**src/rtl/rf_2r1w_param_if.sv**
```systemverilog
// rtl/rf_2r1w_param_if.sv - read/write/clear bundle for the 2R1W register file
interface rf_2r1w_param_if #(
  parameter int WIDTH  = 4,
  parameter int ADDR_W = 2
);
  logic              rea;
  logic              reb;
  logic [ADDR_W-1:0] raa;
  logic [ADDR_W-1:0] rab;
  logic              we;
  logic [ADDR_W-1:0] wa;
  logic [WIDTH-1:0]  din;
  logic              clr;
  logic [WIDTH-1:0]  douta;
  logic [WIDTH-1:0]  doutb;
  logic              valida;
  logic              validb;
  logic              busy;

  // Controller side: issues reads, writes and clear requests.
  modport master (
    output rea, reb, raa, rab, we, wa, din, clr,
    input  douta, doutb, valida, validb, busy
  );

  // Register file side.
  modport slave (
    input  rea, reb, raa, rab, we, wa, din, clr,
    output douta, doutb, valida, validb, busy
  );
endinterface

```
**src/rtl/rf_2r1w_param.sv**
```systemverilog
// rtl/rf_2r1w_param.sv - parametrised 2-read/1-write register file with bypass and bulk clear
module rf_2r1w_param #(
  parameter int WIDTH    = 4,
  parameter int ADDR_W   = 2,
  parameter bit ZERO_REG = 1'b0
) (
  input  logic           clk,
  input  logic           rst,
  rf_2r1w_param_if.slave bus
);

  localparam int DEPTH = 1 << ADDR_W;
  localparam logic [ADDR_W-1:0] LAST_PTR = ADDR_W'(DEPTH - 1);

  typedef enum logic {
    IDLE  = 1'b0,
    CLEAR = 1'b1
  } state_e;

  typedef struct packed {
    logic [WIDTH-1:0] data;
    logic             valid;
  } rd_t;

  state_e            state_q, state_d;
  logic [ADDR_W-1:0] ptr_q, ptr_d;
  logic              busy_q, busy_d;
  logic [WIDTH-1:0]  mem_q [DEPTH];
  logic [WIDTH-1:0]  mem_d [DEPTH];
  logic [DEPTH-1:0]  valid_q, valid_d;
  logic [WIDTH-1:0]  douta_q, douta_d;
  logic [WIDTH-1:0]  doutb_q, doutb_d;
  logic              valida_q, valida_d;
  logic              validb_q, validb_d;

  logic clr_accept;
  logic wr_ok;
  logic rd_blocked;
  rd_t  rd_a;
  rd_t  rd_b;

  // Resolve one read port: disable, clear blocking, hard zero, bypass, array.
  function automatic rd_t read_port(
    input logic              en,
    input logic [ADDR_W-1:0] addr,
    input logic              blocked,
    input logic              wr_hit_ok,
    input logic [ADDR_W-1:0] waddr,
    input logic [WIDTH-1:0]  wdata,
    input logic [WIDTH-1:0]  arr_data,
    input logic              arr_valid
  );
    rd_t r;
    r.data  = '0;
    r.valid = 1'b0;
    if (!en || blocked) begin
      r.data  = '0;
      r.valid = 1'b0;
    end else if (ZERO_REG && (addr == '0)) begin
      r.data  = '0;
      r.valid = 1'b1;
    end else if (wr_hit_ok && (waddr == addr)) begin
      r.data  = wdata;
      r.valid = 1'b1;
    end else begin
      r.data  = arr_data;
      r.valid = arr_valid;
    end
    return r;
  endfunction

  // Qualify the requests: clear only starts from IDLE and beats a same-cycle write.
  always_comb begin
    clr_accept = (state_q == IDLE) && bus.clr;
    wr_ok      = (state_q == IDLE) && bus.we && !bus.clr
                 && !(ZERO_REG && (bus.wa == '0));
    rd_blocked = (state_q == CLEAR) || clr_accept;
  end

  // Clear sequencer and array write path.
  always_comb begin
    state_d = state_q;
    ptr_d   = ptr_q;
    busy_d  = busy_q;
    mem_d   = mem_q;
    valid_d = valid_q;
    case (state_q)
      IDLE: begin
        if (clr_accept) begin
          state_d = CLEAR;
          ptr_d   = '0;
          busy_d  = 1'b1;
        end else if (wr_ok) begin
          mem_d[bus.wa]   = bus.din;
          valid_d[bus.wa] = 1'b1;
        end
      end
      CLEAR: begin
        mem_d[ptr_q]   = '0;
        valid_d[ptr_q] = 1'b0;
        ptr_d          = ptr_q + 1'b1;
        if (ptr_q == LAST_PTR) begin
          state_d = IDLE;
          busy_d  = 1'b0;
        end
      end
      default: begin
        state_d = IDLE;
        busy_d  = 1'b0;
      end
    endcase
  end

  // Next values of both registered read ports.
  always_comb begin
    rd_a = read_port(bus.rea, bus.raa, rd_blocked, wr_ok, bus.wa, bus.din,
                     mem_q[bus.raa], valid_q[bus.raa]);
    rd_b = read_port(bus.reb, bus.rab, rd_blocked, wr_ok, bus.wa, bus.din,
                     mem_q[bus.rab], valid_q[bus.rab]);
    douta_d  = rd_a.data;
    valida_d = rd_a.valid;
    doutb_d  = rd_b.data;
    validb_d = rd_b.valid;
  end

  // State, array and output registers; reset clears everything immediately.
  always_ff @(posedge clk or posedge rst) begin
    if (rst) begin
      state_q  <= IDLE;
      ptr_q    <= '0;
      busy_q   <= 1'b0;
      valid_q  <= '0;
      douta_q  <= '0;
      doutb_q  <= '0;
      valida_q <= 1'b0;
      validb_q <= 1'b0;
      for (int i = 0; i < DEPTH; i++) begin
        mem_q[i] <= '0;
      end
    end else begin
      state_q  <= state_d;
      ptr_q    <= ptr_d;
      busy_q   <= busy_d;
      valid_q  <= valid_d;
      douta_q  <= douta_d;
      doutb_q  <= doutb_d;
      valida_q <= valida_d;
      validb_q <= validb_d;
      for (int i = 0; i < DEPTH; i++) begin
        mem_q[i] <= mem_d[i];
      end
    end
  end

  assign bus.douta  = douta_q;
  assign bus.doutb  = doutb_q;
  assign bus.valida = valida_q;
  assign bus.validb = validb_q;
  assign bus.busy   = busy_q;

endmodule

```
**src/flat_wrapper.sv**
```systemverilog
// flat-port wrapper written by rule: the top's interface ports become plain ports
module rf_2r1w_param_flat 
#(
  parameter int WIDTH    = 4,
  parameter int ADDR_W   = 2,
  parameter bit ZERO_REG = 1'b0
)
  (clk, rst, bus_rea, bus_reb, bus_raa, bus_rab, bus_we, bus_wa, bus_din, bus_clr, bus_douta, bus_doutb, bus_valida, bus_validb, bus_busy);
  rf_2r1w_param_if #(.WIDTH(WIDTH), .ADDR_W(ADDR_W)) bus_i ();
  input  logic clk;
  input  logic rst;
  input wire logic [$bits(bus_i.rea)-1:0] bus_rea;
  input wire logic [$bits(bus_i.reb)-1:0] bus_reb;
  input wire logic [$bits(bus_i.raa)-1:0] bus_raa;
  input wire logic [$bits(bus_i.rab)-1:0] bus_rab;
  input wire logic [$bits(bus_i.we)-1:0] bus_we;
  input wire logic [$bits(bus_i.wa)-1:0] bus_wa;
  input wire logic [$bits(bus_i.din)-1:0] bus_din;
  input wire logic [$bits(bus_i.clr)-1:0] bus_clr;
  output wire logic [$bits(bus_i.douta)-1:0] bus_douta;
  output wire logic [$bits(bus_i.doutb)-1:0] bus_doutb;
  output wire logic [$bits(bus_i.valida)-1:0] bus_valida;
  output wire logic [$bits(bus_i.validb)-1:0] bus_validb;
  output wire logic [$bits(bus_i.busy)-1:0] bus_busy;
  assign bus_i.rea = bus_rea;
  assign bus_i.reb = bus_reb;
  assign bus_i.raa = bus_raa;
  assign bus_i.rab = bus_rab;
  assign bus_i.we = bus_we;
  assign bus_i.wa = bus_wa;
  assign bus_i.din = bus_din;
  assign bus_i.clr = bus_clr;
  assign bus_douta = bus_i.douta;
  assign bus_doutb = bus_i.doutb;
  assign bus_valida = bus_i.valida;
  assign bus_validb = bus_i.validb;
  assign bus_busy = bus_i.busy;
  rf_2r1w_param #(.WIDTH(WIDTH), .ADDR_W(ADDR_W), .ZERO_REG(ZERO_REG)) u_core (.clk(clk), .rst(rst), .bus(bus_i));
endmodule
```
**config.mk**
```make
export PLATFORM = sky130hd
export DESIGN_NAME = rf_2r1w_param_flat
export DESIGN_NICKNAME = d
export VERILOG_FILES = /design/src/rtl/rf_2r1w_param_if.sv /design/src/rtl/rf_2r1w_param.sv /design/src/flat_wrapper.sv
export SDC_FILE = /design/constraint.sdc
export NUM_CORES = 1
export LEC_CHECK = 0
export CORE_MARGIN = 4
export CORE_UTILIZATION = 58
export CTS_CLUSTER_SIZE = 30
export DETAILED_ROUTE_END_ITERATION = 7
export PLACE_DENSITY = 0.87
export SYNTH_ARGS = -nofsm -noshare
export SYNTH_HDL_FRONTEND = slang
export SYNTH_SLANG_ARGS = --single-unit
```
**constraint.sdc**
```tcl
create_clock -name clk -period 3.5 [get_ports clk]
set_clock_uncertainty 0.2 [all_clocks]
set_input_delay 0.875 -clock clk [delete_from_list [all_inputs] [get_ports clk]]
set_output_delay 0.875 -clock clk [all_outputs]
set_load 0.01 [all_outputs]
```
**Word level (Yosys, flattened, before mapping)**

Index checks and enable logic that the tools add are counted.

- Bits in registers: 34
- Bits in latches: 0
- Bits in writable memories: 0
- Bits in read-only memories: 0
- Input bits: 16
- Output and inout bits: 11
- Word-level logic and storage cells: 96
- Memories: 0

- Add/subtract/negate cells: 1
- Multipliers: 0
- Div/mod/pow operators: 0
- $lt $le $gt $ge: 12
- Equal/unequal tests: 7
- Shift operators: 0
- Mux-type cells: 37
- Bitwise gates (word level): 10
- Reduce and logical (&&, ||, !) cells: 17

Operators by type and width:

| operator | number |
|---|---|
| $mux W16 | 2 |
| $mux W4 | 8 |
| $pmux W16 S2 | 1 |
| $mux W5 | 4 |
| $and A16 B16 Y16 | 1 |
| $bmux W4 S2 | 2 |
| $bwmux W16 | 1 |
| $demux W4 S2 | 2 |
| $not A16 Y16 | 1 |
| $ge A3 B3 Y1 const B | 4 |
| $lt A2 B3 Y1 const B | 4 |
| $not A2 Y3 | 4 |
| $logic_and A1 B1 Y1 | 9 |
| $mux W1 | 8 |
| $pmux W4 S2 | 1 |
| $lt A3 B1 Y1 const B | 2 |
| $and A4 B4 Y4 | 1 |
| $bmux W1 S2 | 2 |
| $demux W1 S2 | 2 |
| $eq A2 B2 Y1 | 2 |
| $ge A2 B1 Y1 const B | 2 |
| $ne A2 B1 Y1 const B | 2 |
| $ne A2 B2 Y1 const B | 2 |
| $not A4 Y4 | 1 |
| other kinds (10) | 16 |

**Longest topological paths before layout**

Gate-level depths: netlist (run 1).

- Depth after elaboration: 9
- Depth in mapped cells: 5

**Worst setup path before layout (run 1)**

No wires, ideal clock.

- Kind: in2reg
- From: input port bus_clr
- To: register u_core.douta_q[0] (netlist: u_core.bus.douta[0])
- Library setup time: 127 ps
- Data arrival time: 1822 ps
- Data required time: 3173 ps
- Path slack: 1352 ps
- Cell stages on the path: 5
- Path buffers: 2
- Path through: buf_2 > or3b_1 > buf_6 > o31ai_1 > a21oi_1

RTL lines:

| element | line | RTL |
|---|---|---|
| start: declaration | flat_wrapper.sv:19 | `input wire logic [$bits(bus_i.clr)-1:0] bus_clr;` |
| end signal: assignment | rf_2r1w_param.sv:145 | `douta_q <= douta_d;` |
| end: declaration | rf_2r1w_param.sv:31 | `logic [WIDTH-1:0] douta_q, douta_d;` |

**Worst setup path in the final report (run 1)**

- From: input port bus_wa[0]
- To: register u_core.mem_q[15] in the netlist's numbering

- Longest elaborated chain between the ends: 9
- Elaborated cells between the ends (all ways): 10
- Those cells by class: order compare (2); mux (6); bitwise (1); reduce/logical (1)

RTL lines:

| element | line | RTL |
|---|---|---|
| start: declaration | flat_wrapper.sv:17 | `input wire logic [$bits(bus_i.wa)-1:0] bus_wa;` |
| $not A2 Y3 (not written as such) * | rf_2r1w_param.sv:94 | `mem_d[bus.wa] = bus.din;` |
| $ge A3 B3 Y1 (not written as such) or $lt A3 B1 Y1 (tied branches) | rf_2r1w_param.sv:94 |  |
| $logic_and A1 B1 Y1 (not written as such) | rf_2r1w_param.sv:94 |  |
| $mux W4 (not written as such) | rf_2r1w_param.sv:94 |  |
| $demux W4 S2 * | rf_2r1w_param.sv:94 |  |
| $bwmux W16 * | rf_2r1w_param.sv:94 |  |
| $mux W16 * | rf_2r1w_param.sv:93 | `end else if (wr_ok) begin` |
| $mux W16 * | rf_2r1w_param.sv:89 | `if (clr_accept) begin` |
| $pmux W16 S2 * | rf_2r1w_param.sv:87 | `case (state_q)` |
| end signal: indexed assignment | rf_2r1w_param.sv:150 | `mem_q[i] <= mem_d[i];` |
| end: declaration | rf_2r1w_param.sv:28 | `logic [WIDTH-1:0] mem_q [DEPTH];` |

Every way passes the cells marked *; elsewhere a longest branch is shown, timed or not. The select of a mux whose other input is x is not followed.
A chain may end at the register's enable or synchronous reset.

==> results of run 1 <==
## worst max path at each step
stage                     depth (start not counted)                             to       from  slack, ns
after detailed placement                          4   u_core.mem_q[15]$_DFFE_PP0P_  bus_wa[0]       0.65
after global placement                            4   u_core.mem_q[13]$_DFFE_PP0P_  bus_wa[0]       0.71
after global routing                              4   u_core.mem_q[13]$_DFFE_PP0P_  bus_wa[0]       0.92
final                                             4   u_core.mem_q[15]$_DFFE_PP0P_  bus_wa[0]       1.01
after CTS                                         4   u_core.mem_q[15]$_DFFE_PP0P_  bus_wa[0]       1.01
after floorplan                                   5  u_core.bus.douta[0]$_DFF_PP0_    bus_clr       1.35
## cell usage after synthesis (all sizes together)
cell     n
dfrtp   34
nand2   20
mux2i   16
a21oi   14
buf     12
inv     10
mux4    10
o31ai    9
nand4    8
o21ai    6
o22ai    5
ha       4
nor2     4
xnor2    4
xor2     4
a31oi    2
clkbuf   2
nand3b   2
nor2b    2
nor4bb   2
a21boi   1
a32o     1
and3     1
nand4b   1
nor3b    1
nor4b    1
o21bai   1
or3b     1
## power groups by stage
stage	Combinational (mW)	Clock, mW	Sequential [mW]
after floorplan	0.318	0	0.537
after global placement	0.369	0	0.577
after detailed placement	0.387	0	0.588
after CTS	0.388	0.216	0.580
after global routing	0.431	0.238	0.595
final	0.392	0.217	0.585
## layout by cell type (no fill, tap or decap), drive strengths merged, types with 8 or more instances in the layout
cell type | netlist | layout
dfrtp | 34 | 34
clkdlybuf4s50 | 0 | 26
nand2 | 20 | 20
mux2i | 16 | 16
a21oi | 14 | 14
inv | 10 | 10
mux4 | 10 | 10
o31ai | 9 | 9
nand4 | 8 | 8
## final cells by class
class	count	area, um2
clock buffer	6	51.3
fill	234	891
inverter	10	37.5
multi-input combinational	120	985
sequential	34	851
tap	44	55.1
timing repair buffer	29	283
## worst max-delay path: cells and delay by family
kind	cells	cell delay (ns)
multiplexers	1	0.27
AND/OR/NAND/NOR	1	0.59
buffers and inverters	1	0.66
AO/OA/AOI/OAI	1	0.08
## kinds of logic after synthesis
logic type | after synthesis | synth area share (%)
AND/OR/NAND/NOR | 43 | 12.4
AO/OA/AOI/OAI | 39 | 12.1
flip-flops | 34 | 43.4
multiplexers | 26 | 19.6
buffers and inverters | 24 | 6.44
XOR/XNOR | 8 | 3.57
adder cells (fa/ha/maj) | 4 | 2.55
## registers in the layout (all words and copies together) (netlist names)
signal             flops
u_core.bus.busy        1
u_core.bus.douta       4
u_core.bus.doutb       4
u_core.bus.valida      1
u_core.bus.validb      1
u_core.mem_q          16
u_core.ptr_q           2
u_core.state_q         1
u_core.valid_q         4
## per-layer routing
layer  GRT usage (%)  vias to the layer above  wire (um)
li1                -                      697          -
met1            28.5                      757       1850
met2            37.2                       67       2280
met3            6.12                       12        280
met4            10.7                        0        111
met5               0                        -          0
## metrics by stage
stage               hold slack (ns)  std cells  setup slack [ns]
global placement              0.321        237             0.712
CTS                           0.348        243              1.01
floorplan                     0.277        178              1.35
detailed placement            0.333        237             0.654
global route                  0.379        243             0.916
finish                        0.348        243              1.01
==> flow_metrics.py, run 1 <==
metrics = {
    "worst_hold_path": {
        "worstHoldStart": "u_core.valid_q[2]$_DFFE_PP0P_",
        "holdPathEnd": "u_core.valid_q[2]$_DFFE_PP0P_",
        "whs_path_depth": 2,
        "hold_class": "reg2reg",
    },
    "cts": {
        "clk_transition_reported_paths_ns": 0.10,
        "post_cts_buffers": 0,
        "cts_hold_buf": 0,
        "clock-root-buffer": "clkbuf_4",
        "clk_path_buf_depth": 2,
        "cts_sinks": 34,
        "clock_latency_ns": 0.34,
        "cts_tree": "built",
        "htreeDepth": 2,
        "cts-resized-gates": 0,
        "cts_buffers": 5,
    },
    "routing": {
        "postRouteAntennaNets": 0,
        "vias_per_cell": 6.31,
        "drc": 0,
        "drt-total-wl_um": 4520,
        "drtIter0Drc": 148,
        "first_pass_iters": 4,
        "wl_per_cell_um": 18.6,
        "num_vias": 1533,
    },
    "synthesis": {
        "yosysWarnings": 0,
        "avgSynthCellArea_um2": 11.0,
        "yosysTopAreaCellShare_pct": 43.4,
        "synth_fp_nets": 198,
        "synth.area.top_cells": "dfrtp_1, mux4_2, mux2i_1",
        "syn-cell-area_um2": 1960,
        "synth.distinct_cells": 31,
        "synthCells": 178,
        "yosysSeqAreaShare_pct": 43.4,
        "synth_seq_cells": 34,
        "synth_area_leader_cell": "dfrtp_1",
    },
    "floorplan": {
        "start_util_pct": 62.2,
        "die_y_um": 66.2,
        "num_io_pins": 27,
        "chipWidth_um": 66.2,
        "die_area_um2": 4380,
        "coreArea_um2": 3150,
        "rows": 20,
    },
    "sta": {
        "relSlewSlack_pct": 46.2,
        "hold_viol": 0,
        "setup_viol": 0,
        "tightest_slew_ns": 0.807,
        "slew_violations": 0,
        "min_period_ns": 2.49,
        "rsz0062_at_grt": "no",
        "fin_tns_setup_ns": 0,
        "fmax_mhz": 401,
        "fin_crit_sh_pct": 71.2,
    },
    "pwr": {
        "switching_share_pct": 37.0,
        "p_leak_nw": 0.932,
        "p_sw_mw": 0.442,
        "pwr-share-clk_pct": 18.1,
        "power_frac_seq_pct": 49.0,
        "powerDensity_nw_per_um2": 528,
        "ir_drop_v": 0.000416,
        "p_int_mw": 0.752,
        "pwr-share-comb_pct": 32.9,
        "power_mw": 1.19,
    },
    "global_routing": {
        "grt_start_max_net_pins": 35,
        "overflow": 0,
        "grt_pass1_wl_um": 7360,
        "grt_pass1_vias": 1500,
        "antenna_found_initial": 0,
        "gr-usage-all-layers_pct": 23.0,
    },
    "final_layout": {
        "drive_gt1_share_pct": 10.1,
        "area_delta_synth_final_pct": 15.3,
        "antenna_cells": 0,
        "final_core_util_pct": 71.7,
        "num-nets-final": 220,
        "design_area_um2": 2260,
    },
    "worst_setup_path": {
        "cp_cell_sequence": "clkdlybuf4s50_1 > nor4b_4 > mux2i_1 > o21ai_1",
        "worstSetupEndpointType": "register",
        "cp_slowest_cell": "clkdlybuf4s50_1",
        "cp.required_ns": 3.49,
        "r2r_start": "u_core.state_q$_DFF_PP0_",
        "reg2reg_setup_slack_ns": 1.40,
        "crit_fanout": 10,
        "start_kind": "primary input",
        "cp.arrival_ns": 2.48,
        "r2r_end": "u_core.mem_q[2]$_DFFE_PP0P_",
        "r2r_cells": 4,
        "crit_path_max_incr_delay_ns": 0.66,
        "crit_type": "in2reg",
    },
    "placement": {
        "gp_congestion": 0.960,
        "dp_hpwl_um": 3380,
        "io_buffer_count": 26,
        "place_area_um2": 2210,
    },
    "outcome": {
        "outcome": "completed",
    },
    "job": {
        "maxCapViolCount": 0,
    },
}
Power figures use the tool's default switching activity.
==> run 2, diff against run 1 <==
--- a/config.mk
+++ b/config.mk
@@ -6,10 +6,10 @@
 export NUM_CORES = 1
 export LEC_CHECK = 0
 export CORE_MARGIN = 4
-export CORE_UTILIZATION = 58
+export CORE_UTILIZATION = 49
 export CTS_CLUSTER_SIZE = 30
 export DETAILED_ROUTE_END_ITERATION = 7
-export PLACE_DENSITY = 0.87
+export PLACE_DENSITY = 0.78
 export SYNTH_ARGS = -nofsm -noshare
 export SYNTH_HDL_FRONTEND = slang
 export SYNTH_SLANG_ARGS = --single-unit
==> constraint.sdc (replaced) <==
create_clock -name clk -period 2.2 [get_ports clk]
set_clock_uncertainty 0.2 [all_clocks]
set_input_delay 0.55 -clock clk [delete_from_list [all_inputs] [get_ports clk]]
set_output_delay 0.55 -clock clk [all_outputs]
set_load 0.01 [all_outputs]
==> flow_metrics.py, run 2 (same netlist as run 1, synthesis figures left out) <==
metrics = {
    "outcome": {
        "outcome": "completed",
    },
    "worst_setup_path": {
        "crit_type": "in2reg",
        "r2r_end": "u_core.bus.douta[0]$_DFF_PP0_",
        "cp.arrival_ns": 2.07,
        "cp.required_ns": 2.17,
        "start_kind": "primary input",
        "crit_fanout": 8,
        "r2r_start": "u_core.state_q$_DFF_PP0_",
        "r2r_cells": 3,
        "reg2reg_setup_slack_ns": 0.47,
        "worstSetupEndpointType": "register",
    },
    "final_layout": {
        "largest_register": "u_core.mem_q",
        "regArea_um2": 851,
        "area_delta_synth_final_pct": 23.7,
        "multiInputGateArea_um2": 985,
        "final_common_cell": "dfrtp_1",
        "num-nets-final": 236,
        "largest_reg_flops": 16,
        "n_fill_cell": 284,
        "layout.cells.non_filler": 265,
        "antenna_cells": 0,
        "drive_gt1_share_pct": 17.1,
        "final_core_util_pct": 64.4,
        "design_area_um2": 2430,
        "layout_common_cells": "dfrtp_1, clkdlybuf4s50_1, nand2_1",
    },
    "placement": {
        "place_area_um2": 2340,
        "gp_congestion": 0.902,
        "io_buffer_count": 26,
        "dp_cells": 257,
        "post-place-ws_ns": -0.182,
        "dp_hpwl_um": 3830,
    },
    "sta": {
        "tightest_slew_ns": 0.499,
        "hold_viol": 0,
        "setup_viol": 0,
        "relSlewSlack_pct": 66.5,
        "fin_ws_ns": 0.0943,
        "fin_hold_ws_ns": 0.354,
        "fin_crit_sh_pct": 95.7,
        "slew_violations": 0,
        "fmax_mhz": 475,
        "rsz0062_at_grt": "no",
        "min_period_ns": 2.11,
        "fin_tns_setup_ns": 0,
    },
    "global_routing": {
        "grt_start_max_net_pins": 35,
        "grt_pass1_wl_um": 8250,
        "antenna_found_initial": 0,
        "gr-usage-all-layers_pct": 21.4,
        "grt_pass1_vias": 1610,
        "overflow": 0,
    },
    "pwr": {
        "pwr-share-clk_pct": 23.1,
        "power_mw": 2.09,
        "power_frac_seq_pct": 42.8,
        "p_sw_mw": 0.750,
        "powerDensity_nw_per_um2": 860,
        "ir_drop_v": 0.000799,
        "p_leak_nw": 1.03,
        "switching_share_pct": 36.0,
        "p_int_mw": 1.34,
        "pwr-share-comb_pct": 34.1,
    },
    "cts": {
        "cts_hold_buf": 0,
        "clock_latency_ns": 0.29,
        "post_cts_buffers": 0,
        "clk_transition_reported_paths_ns": 0.07,
        "cts-resized-gates": 0,
        "clock-root-buffer": "clkbuf_8",
        "cts_tree": "built",
        "htreeDepth": 2,
        "cts_sinks": 34,
        "cts_buffers": 5,
        "clk_path_buf_depth": 2,
    },
    "routing": {
        "num_vias": 1597,
        "drt-total-wl_um": 5070,
        "first_pass_iters": 4,
        "wl_per_cell_um": 19.1,
        "vias_per_cell": 6.03,
        "drc": 0,
        "drtIter0Drc": 129,
        "postRouteAntennaNets": 0,
    },
    "floorplan": {
        "num_io_pins": 27,
        "rows": 22,
        "start_util_pct": 52.0,
        "coreArea_um2": 3770,
        "chipWidth_um": 71.3,
        "die_area_um2": 5080,
        "die_y_um": 71.3,
    },
    "worst_hold_path": {
        "whs_path_depth": 2,
        "worstHoldStart": "u_core.mem_q[15]$_DFFE_PP0P_",
        "hold_class": "reg2reg",
        "holdPathEnd": "u_core.mem_q[15]$_DFFE_PP0P_",
    },
    "job": {
        "maxCapViolCount": 0,
    },
}
[run 2: changes by cell type in the layout (fill, tap and decap cells not counted), sizes merged]
cell and change:
clkinv +1, clkbuf +1, buf +16
[run 2: power by group through the flow]
stage / Sequential [mW] / Clock, mW / Combinational, mW
3_3_place_gp: 0.880 / 0 / 0.668
3_5_place_dp: 0.896 / 0 / 0.707
2_1_floorplan: 0.854 / 0 / 0.506
5_1_grt: 0.907 / 0.522 / 0.787
4_1_cts: 0.885 / 0.491 / 0.713
6_report: 0.893 / 0.482 / 0.712
[run 2: layer usage]
layer  global-route usage [%]  part of all wire [%]  vias to the layer above
met5                        0                     0                        -
met1                     26.9                    41                      795
met4                     7.93                   2.1                        0
li1                         -                     -                      725
met2                     35.6                    50                       67
met3                     5.61                   6.5                       10
[run 2: how the worst max path moves through the flow]
stage	from	endpoint
after floorplan	bus_clr	u_core.bus.douta[0]$_DFF_PP0_
after global placement	bus_we	u_core.bus.douta[0]$_DFF_PP0_
after detailed placement	bus_we	u_core.bus.douta[0]$_DFF_PP0_
after CTS	bus_we	u_core.bus.douta[0]$_DFF_PP0_
after global routing	bus_we	u_core.bus.doutb[0]$_DFF_PP0_
final	bus_we	u_core.bus.douta[0]$_DFF_PP0_
[run 2: final cells by class]
| cell class | instances | share of cell area [%] |
|---|---|---|
| clock inverter | 1 | 0.206 |
| timing repair buffer | 45 | 16.6 |
| inverter | 10 | 1.55 |
| tap | 48 | 2.47 |
| multi-input combinational | 120 | 40.6 |
| sequential | 34 | 35.1 |
| clock buffer | 7 | 3.56 |
[run 2: critical path, cell delays in order]
cell             delay [ns]
clkdlybuf4s50_1        0.58
or3b_1                 0.51
o31ai_1                0.32
a21oi_1                0.11
==> run 3, diff against run 2 <==
--- a/config.mk
+++ b/config.mk
@@ -5,6 +5,7 @@
 export SDC_FILE = /design/constraint.sdc
 export NUM_CORES = 1
 export LEC_CHECK = 0
+export CAP_MARGIN = 20
 export CORE_MARGIN = 4
 export CORE_UTILIZATION = 49
 export CTS_CLUSTER_SIZE = 30
==> results of run 3 <==
The final DEF is identical to that of run 2; final timing and power are the same.
